[src/rtl/tx_rr_arbiter.sv]
// Round-robin arbiter sharing one serial transmitter among N_REQ result sources.
// The winner's word is latched and launched with a start pulse; the grant holds until TxDone or a watchdog abort.
module tx_rr_arbiter #(
    parameter int N_REQ       = 4,
    parameter int DATA_W      = 8,
    parameter int TIMEOUT_CYC = 255
) (
    input  logic                      Clk,
    input  logic                      Reset,
    input  logic [N_REQ-1:0]          Req,
    input  logic [N_REQ*DATA_W-1:0]   Data,
    input  logic                      TxDone,
    output logic [N_REQ-1:0]          Grant,
    output logic [$clog2(N_REQ)-1:0]  GrantId,
    output logic [DATA_W-1:0]         TxData,
    output logic                      TxStart,
    output logic [N_REQ-1:0]          Ack,
    output logic                      Timeout,
    output logic                      Busy
);

    localparam int ID_W  = $clog2(N_REQ);
    localparam int CNT_W = $clog2(TIMEOUT_CYC);
    localparam logic [ID_W:0]    N_REQ_EXT = (ID_W + 1)'(N_REQ);
    localparam logic [CNT_W-1:0] CNT_LAST  = CNT_W'(TIMEOUT_CYC - 1);

    typedef enum logic [1:0] {
        ST_IDLE,
        ST_SEND,
        ST_RELEASE
    } state_t;

    state_t            state_q;
    logic [ID_W-1:0]   ptr_q;
    logic [CNT_W-1:0]  cnt_q;
    logic [N_REQ-1:0]  grant_q;
    logic [ID_W-1:0]   grant_id_q;
    logic [DATA_W-1:0] tx_data_q;
    logic              tx_start_q;
    logic [N_REQ-1:0]  ack_q;
    logic              timeout_q;
    logic              busy_q;

    logic [2*N_REQ-1:0] req_dbl;
    logic [N_REQ-1:0]   req_rot;
    logic [ID_W-1:0]    sel_off;
    logic [ID_W:0]      sel_sum;
    logic               sel_valid_d;
    logic [ID_W-1:0]    sel_id_d;
    logic [N_REQ-1:0]   sel_onehot_d;
    logic [DATA_W-1:0]  sel_data_d;
    logic [ID_W:0]      ptr_inc;
    logic [ID_W-1:0]    ptr_nxt_d;

    // Rotate the request vector so bit 0 is the requester at Ptr; the lowest set bit is the winner.
    assign req_dbl = {Req, Req} >> ptr_q;
    assign req_rot = req_dbl[N_REQ-1:0];

    // NOTE: every variable written in always_comb gets a default first, otherwise a latch is inferred.
    always_comb begin
        sel_valid_d = 1'b0;
        sel_off     = '0;
        for (int i = N_REQ - 1; i >= 0; i--) begin
            if (req_rot[i]) begin
                sel_valid_d = 1'b1;
                sel_off     = ID_W'(i);
            end
        end
    end

    assign sel_sum  = {1'b0, ptr_q} + {1'b0, sel_off};
    assign sel_id_d = (sel_sum >= N_REQ_EXT) ? ID_W'(sel_sum - N_REQ_EXT) : sel_sum[ID_W-1:0];

    always_comb begin
        sel_onehot_d = '0;
        sel_data_d   = '0;
        for (int i = 0; i < N_REQ; i++) begin
            if (sel_id_d == ID_W'(i)) begin
                sel_onehot_d[i] = 1'b1;
                sel_data_d      = Data[i*DATA_W +: DATA_W];
            end
        end
    end

    assign ptr_inc   = {1'b0, grant_id_q} + (ID_W + 1)'(1);
    assign ptr_nxt_d = (ptr_inc == N_REQ_EXT) ? '0 : ptr_inc[ID_W-1:0];

    // NOTE: state uses non-blocking assignments so every register samples pre-edge values.
    always_ff @(posedge Clk or posedge Reset) begin
        if (Reset) begin
            state_q    <= ST_IDLE;
            ptr_q      <= '0;
            cnt_q      <= '0;
            grant_q    <= '0;
            grant_id_q <= '0;
            tx_data_q  <= '0;
            tx_start_q <= 1'b0;
            ack_q      <= '0;
            timeout_q  <= 1'b0;
            busy_q     <= 1'b0;
        end else begin
            tx_start_q <= 1'b0;
            ack_q      <= '0;
            timeout_q  <= 1'b0;
            case (state_q)
                ST_IDLE: begin
                    if (sel_valid_d) begin
                        grant_q    <= sel_onehot_d;
                        grant_id_q <= sel_id_d;
                        tx_data_q  <= sel_data_d;
                        tx_start_q <= 1'b1;
                        busy_q     <= 1'b1;
                        cnt_q      <= '0;
                        state_q    <= ST_SEND;
                    end
                end
                ST_SEND: begin
                    // Completion takes precedence over an abort in the same cycle.
                    if (TxDone) begin
                        ack_q      <= grant_q;
                        grant_q    <= '0;
                        grant_id_q <= '0;
                        ptr_q      <= ptr_nxt_d;
                        state_q    <= ST_RELEASE;
                    end else if (cnt_q == CNT_LAST) begin
                        timeout_q  <= 1'b1;
                        grant_q    <= '0;
                        grant_id_q <= '0;
                        ptr_q      <= ptr_nxt_d;
                        state_q    <= ST_RELEASE;
                    end else begin
                        cnt_q <= cnt_q + CNT_W'(1);
                    end
                end
                ST_RELEASE: begin
                    busy_q  <= 1'b0;
                    state_q <= ST_IDLE;
                end
                default: begin
                    state_q <= ST_IDLE;
                end
            endcase
        end
    end

    assign Grant   = grant_q;
    assign GrantId = grant_id_q;
    assign TxData  = tx_data_q;
    assign TxStart = tx_start_q;
    assign Ack     = ack_q;
    assign Timeout = timeout_q;
    assign Busy    = busy_q;

endmodule

[config.mk]
export PLATFORM = sky130hd
export DESIGN_NAME = tx_rr_arbiter
export DESIGN_NICKNAME = d
export VERILOG_FILES = /design/src/rtl/tx_rr_arbiter.sv
export SDC_FILE = /design/constraint.sdc
export NUM_CORES = 1
export LEC_CHECK = 0
export BUFFER_PORTS_ARGS = -buffer_cell sky130_fd_sc_hd__buf_4
export CAP_MARGIN = 20
export CORE_AREA = 2 2 76 78
export CTS_CLUSTER_DIAMETER = 80
export CTS_CLUSTER_SIZE = 30
export DETAILED_ROUTE_END_ITERATION = 8
export DIE_AREA = 0 0 78 80
export PLACE_DENSITY = 0.72
export SLEW_MARGIN = 5
export SYNTH_ARGS = -nofsm -noshare
export SYNTH_HDL_FRONTEND = slang
export SYNTH_SLANG_ARGS = --single-unit
[constraint.sdc]
create_clock -name Clk -period 2.9 [get_ports Clk]
set_input_delay 0.29 -clock Clk [delete_from_list [all_inputs] [get_ports Clk]]
set_output_delay 0.29 -clock Clk [all_outputs]
set_load 0.03 [all_outputs]
==> flow_results.xml <==
<?xml version="1.0" encoding="UTF-8"?>
<metrics>
  <group name="status">
    <metric name="outcome" unit="">complete, no violations</metric>
  </group>
  <group name="clock_network">
    <metric name="cts.repair_timing.setup_buffer_count" unit="">0</metric>
    <metric name="number_of_buffers_inserted_for_hold_repair_after_clock_tree_synthesis" unit="">0</metric>
    <metric name="tritoncts" unit="">done</metric>
    <metric name="clkLatencyLatePin" unit="ns">0.28</metric>
    <metric name="cts.reportedPaths.clkPinSlew" unit="ns">0.07</metric>
    <metric name="cts_root_buffer" unit="">clkbuf_8</metric>
    <metric name="cts_buffer_depth" unit="">2</metric>
    <metric name="clock-sinks" unit="">33</metric>
    <metric name="cts_buffer_count" unit="">5</metric>
    <metric name="post_cts.resized_instances" unit="">0</metric>
    <metric name="htree_levels" unit="">2</metric>
  </group>
  <group name="logic_synthesis">
    <metric name="synth_sequential_area_ratio" unit="%">45.0</metric>
    <metric name="yosys_warnings" unit="">0</metric>
    <metric name="syn_nets" unit="">209</metric>
    <metric name="ys_dominant_reg_cell" unit="">dfrtp_1</metric>
    <metric name="netlist.top_cell.by_area" unit="">dfrtp_1</metric>
    <metric name="synth_top_cell_area_share" unit="%">45.0</metric>
    <metric name="synthesis.area" unit="um2">1840</metric>
    <metric name="synth_enable_flop_cells" unit="">0</metric>
    <metric name="netlist_top_cells_area" unit="">dfrtp_1 (45%), mux2_4 (5.7%), mux2i_1 (5.4%), nand2_1 (4.9%), a221o_1 (4.4%)</metric>
    <metric name="ys_async_sr_fraction" unit="%">100</metric>
    <metric name="synthDistinctLibCells" unit="">43</metric>
    <metric name="syn-mean-instance-area" unit="um2">11.1</metric>
    <metric name="synthesis.instances" unit="">166</metric>
    <metric name="postSynthRegisterBits" unit="">33</metric>
  </group>
  <group name="layout">
    <metric name="fin_nets" unit="">276</metric>
    <metric name="final_layout_size_suffix_gt1_share" unit="%">39.5</metric>
    <metric name="final_cell_count_no_fill" unit="">305</metric>
    <metric name="mostFrequentLayoutCell" unit="">buf_4</metric>
    <metric name="finalCoreUtilization" unit="%">45.9</metric>
    <metric name="filler_cell_count_in_the_final_layout" unit="">536</metric>
    <metric name="flow.area_growth_from_synthesis" unit="%">34.9</metric>
    <metric name="antennaDiodeCount" unit="">0</metric>
    <metric name="most-common-layout-cells" unit="">buf_4 (65), dfrtp_1 (33), nand2_1 (24)</metric>
  </group>
  <group name="critical_path">
    <metric name="cpPeakStageDelay" unit="ns">0.47</metric>
    <metric name="worst_setup_path_end_kind" unit="">flip-flop</metric>
    <metric name="worstPathRequired" unit="ns">3.06</metric>
    <metric name="slowest_stage" unit="">or3_2</metric>
    <metric name="critical_path.startpoint_type" unit="">flip-flop</metric>
    <metric name="crit_path_max_fanout" unit="">8</metric>
    <metric name="cp.arrival" unit="ns">2.90</metric>
    <metric name="critical_path_cell_by_cell" unit="">or3_2 -&gt; o221ai_1 -&gt; ha_1 -&gt; xor2_1 -&gt; buf_4 -&gt; xor2_2 -&gt; buf_4 -&gt; mux2_2 -&gt; a221o_1</metric>
    <metric name="cpMostUsedCell" unit="">buf_4</metric>
    <metric name="ff2ff_path_depth" unit="">9</metric>
    <metric name="crit_type" unit="">flip-flop to flip-flop</metric>
  </group>
  <group name="placement">
    <metric name="io_buffers" unit="">59</metric>
    <metric name="number_of_instances_in_the_placed_design" unit="">297</metric>
    <metric name="dp.final_hpwl" unit="um">3160</metric>
    <metric name="global_placer_s_final_weighted_congestion" unit="">0.763</metric>
  </group>
  <group name="routing">
    <metric name="drt-vias-per-instance" unit="">4.88</metric>
    <metric name="routed_wire_length_per_instance" unit="um">13.8</metric>
    <metric name="route.final.wire_length" unit="um">4200</metric>
    <metric name="antenna_violating_nets_remaining" unit="">0</metric>
    <metric name="detailroute.via_count" unit="">1488</metric>
    <metric name="total_iterations_of_the_first_detailed_routing_run" unit="">4</metric>
    <metric name="drt_iter0_drc" unit="">64</metric>
    <metric name="post-route-drc-count" unit="">0</metric>
  </group>
  <group name="floorplanning">
    <metric name="design.portCount" unit="">60</metric>
    <metric name="rows" unit="">27</metric>
    <metric name="die-area" unit="um2">6240</metric>
    <metric name="die_width" unit="um">78</metric>
    <metric name="floorplan.core_area" unit="um2">5410</metric>
    <metric name="chipHeight" unit="um">80</metric>
    <metric name="start_util" unit="%">34.0</metric>
  </group>
  <group name="timing">
    <metric name="finClkSkew" unit="ns">0.00521</metric>
    <metric name="finalSetupViolCount" unit="">0</metric>
    <metric name="setup_total_negative_slack" unit="ns">0</metric>
    <metric name="worst_pin_slew" unit="ns">0.659</metric>
    <metric name="final-hold-violation-count" unit="">0</metric>
    <metric name="maxClockFrequency" unit="GHz">0.365</metric>
    <metric name="layout_worst_path_cycle_share" unit="%">94.5</metric>
    <metric name="worst_hold_slack" unit="ns">0.0319</metric>
    <metric name="setup_repair_after_global_routing_missed_its_margin" unit="">no</metric>
    <metric name="maxSlewViolCount" unit="">0</metric>
    <metric name="min_period" unit="ns">2.74</metric>
    <metric name="timing.slew.headroom" unit="%">56.0</metric>
  </group>
  <group name="pwr">
    <metric name="total_leakage_power" unit="nW">1.26</metric>
    <metric name="powerDensity" unit="nW/um2">1110</metric>
    <metric name="ir_drop" unit="mV">0.541</metric>
  </group>
  <group name="global_routing">
    <metric name="first_global_vias" unit="">1464</metric>
    <metric name="grt_max_degree" unit="">30</metric>
    <metric name="grt_overflow" unit="">0</metric>
    <metric name="wire_length_of_the_first_global_routing_pass" unit="um">6830</metric>
    <metric name="grtUsageTotal" unit="%">14.1</metric>
    <metric name="antenna_found_initial" unit="">0</metric>
  </group>
  <group name="run">
    <metric name="drv.max_cap_violation_count" unit="">0</metric>
  </group>
  <group name="min_path">
    <metric name="hold_path.class" unit="">input port to asynchronous set/reset pin</metric>
  </group>
</metrics>
-- cells in the mapped netlist, types with 2 or more instances --
library cell,n
and2_1,2
mux2i_1,10
xor2_1,7
nand4_1,5
inv_1,5
dfrtp_1,33
mux2_4,7
o21ai_0,5
nor2_1,13
a32o_1,2
ha_1,4
nand2_1,24
and3_1,6
buf_6,3
mux2_2,2
or3_1,2
a22o_2,2
a221o_1,8
o221ai_1,2
-- final cells by class --
| cell class | count | area [um2] | share of cell area, % |
|---|---|---|---|
| Inverter | 6 | 22.5 | 0.909 |
| Clock buffer | 7 | 86.3 | 3.48 |
| Tap cell | 72 | 90.1 | 3.63 |
| Timing Repair Buffer | 66 | 515 | 20.8 |
| Multi-Input combinational cell | 121 | 938 | 37.9 |
| Sequential cell | 33 | 826 | 33.3 |
-- worst max-delay path, delay by kind of cell, from the launching register on --
kind / cells / cell delay [ns]
xor+xnor: 2 / 0.30
fa+ha+maj: 1 / 0.19
flops: 1 / 0.45
buf+inv: 2 / 0.37
compound gates: 2 / 0.49
simple gates: 1 / 0.47
mux: 1 / 0.34
-- power breakdown --
group	total (W)	switching (W)	leakage [nW]	internal, W
clock network	0.000345	0.000157	0.0443	0.000188
registers	0.000741	0.000129	0.428	0.000612
logic	0.00166	0.000878	0.785	0.000779
total	0.00274	0.00116	1.26	0.00158
-- path summary, 6_finish.rpt --
| kind | startpoint | to | slack [ns] |
|---|---|---|---|
| setup reg to reg | ptr_q[0] | TxData[7] | 0.16 |
| max in group asynchronous | Reset | TxData[1] | 2.25 |
| hold / removal | Reset | Ack[2] | 0.03 |
| setup / recovery | ptr_q[0] | TxData[7] | 0.16 |
| hold reg to reg | state_q[1] | Busy | 0.49 |
| min in group Clk | TxDone | Timeout | 0.22 |
-- registers in the layout, summed over array words and instances, names as in the netlist --
register,cells
Timeout,1
ptr_q,2
state_q,2
Grant,4
cnt_q,8
GrantId,2
TxStart,1
Ack,4
TxData,8
Busy,1
-- cell families after synthesis --
logic type,share of synthesized area (%)
flip-flops,45.0
multiplexers,12.4
adder cells (fa/ha/maj),2.72
AND/OR/NAND/NOR,17.3
buffers and inverters,3.95
XOR/XNOR,5.72
AO/OA/AOI/OAI,12.9
-- metal layers --
metal	GRT usage [%]	vias to the layer above	wire length (um)
met2	23.4	29	2170
met4	5.26	0	69
met1	17.7	720	1790
met5	0	-	0
met3	3.28	6	169
li1	-	733	-
-- metrics by stage --
stage	instance area, um2	total power, W	setup slack [ns]
after floorplan	1840	0.00195	0.115
after global placement	2360	0.00237	0.214
after detailed placement	2360	0.00241	0.147
after CTS	2450	0.00277	0.132
after global routing	2480	0.00293	0.0156
final	2480	0.00274	0.160
(Power assumes the default switching activity.)
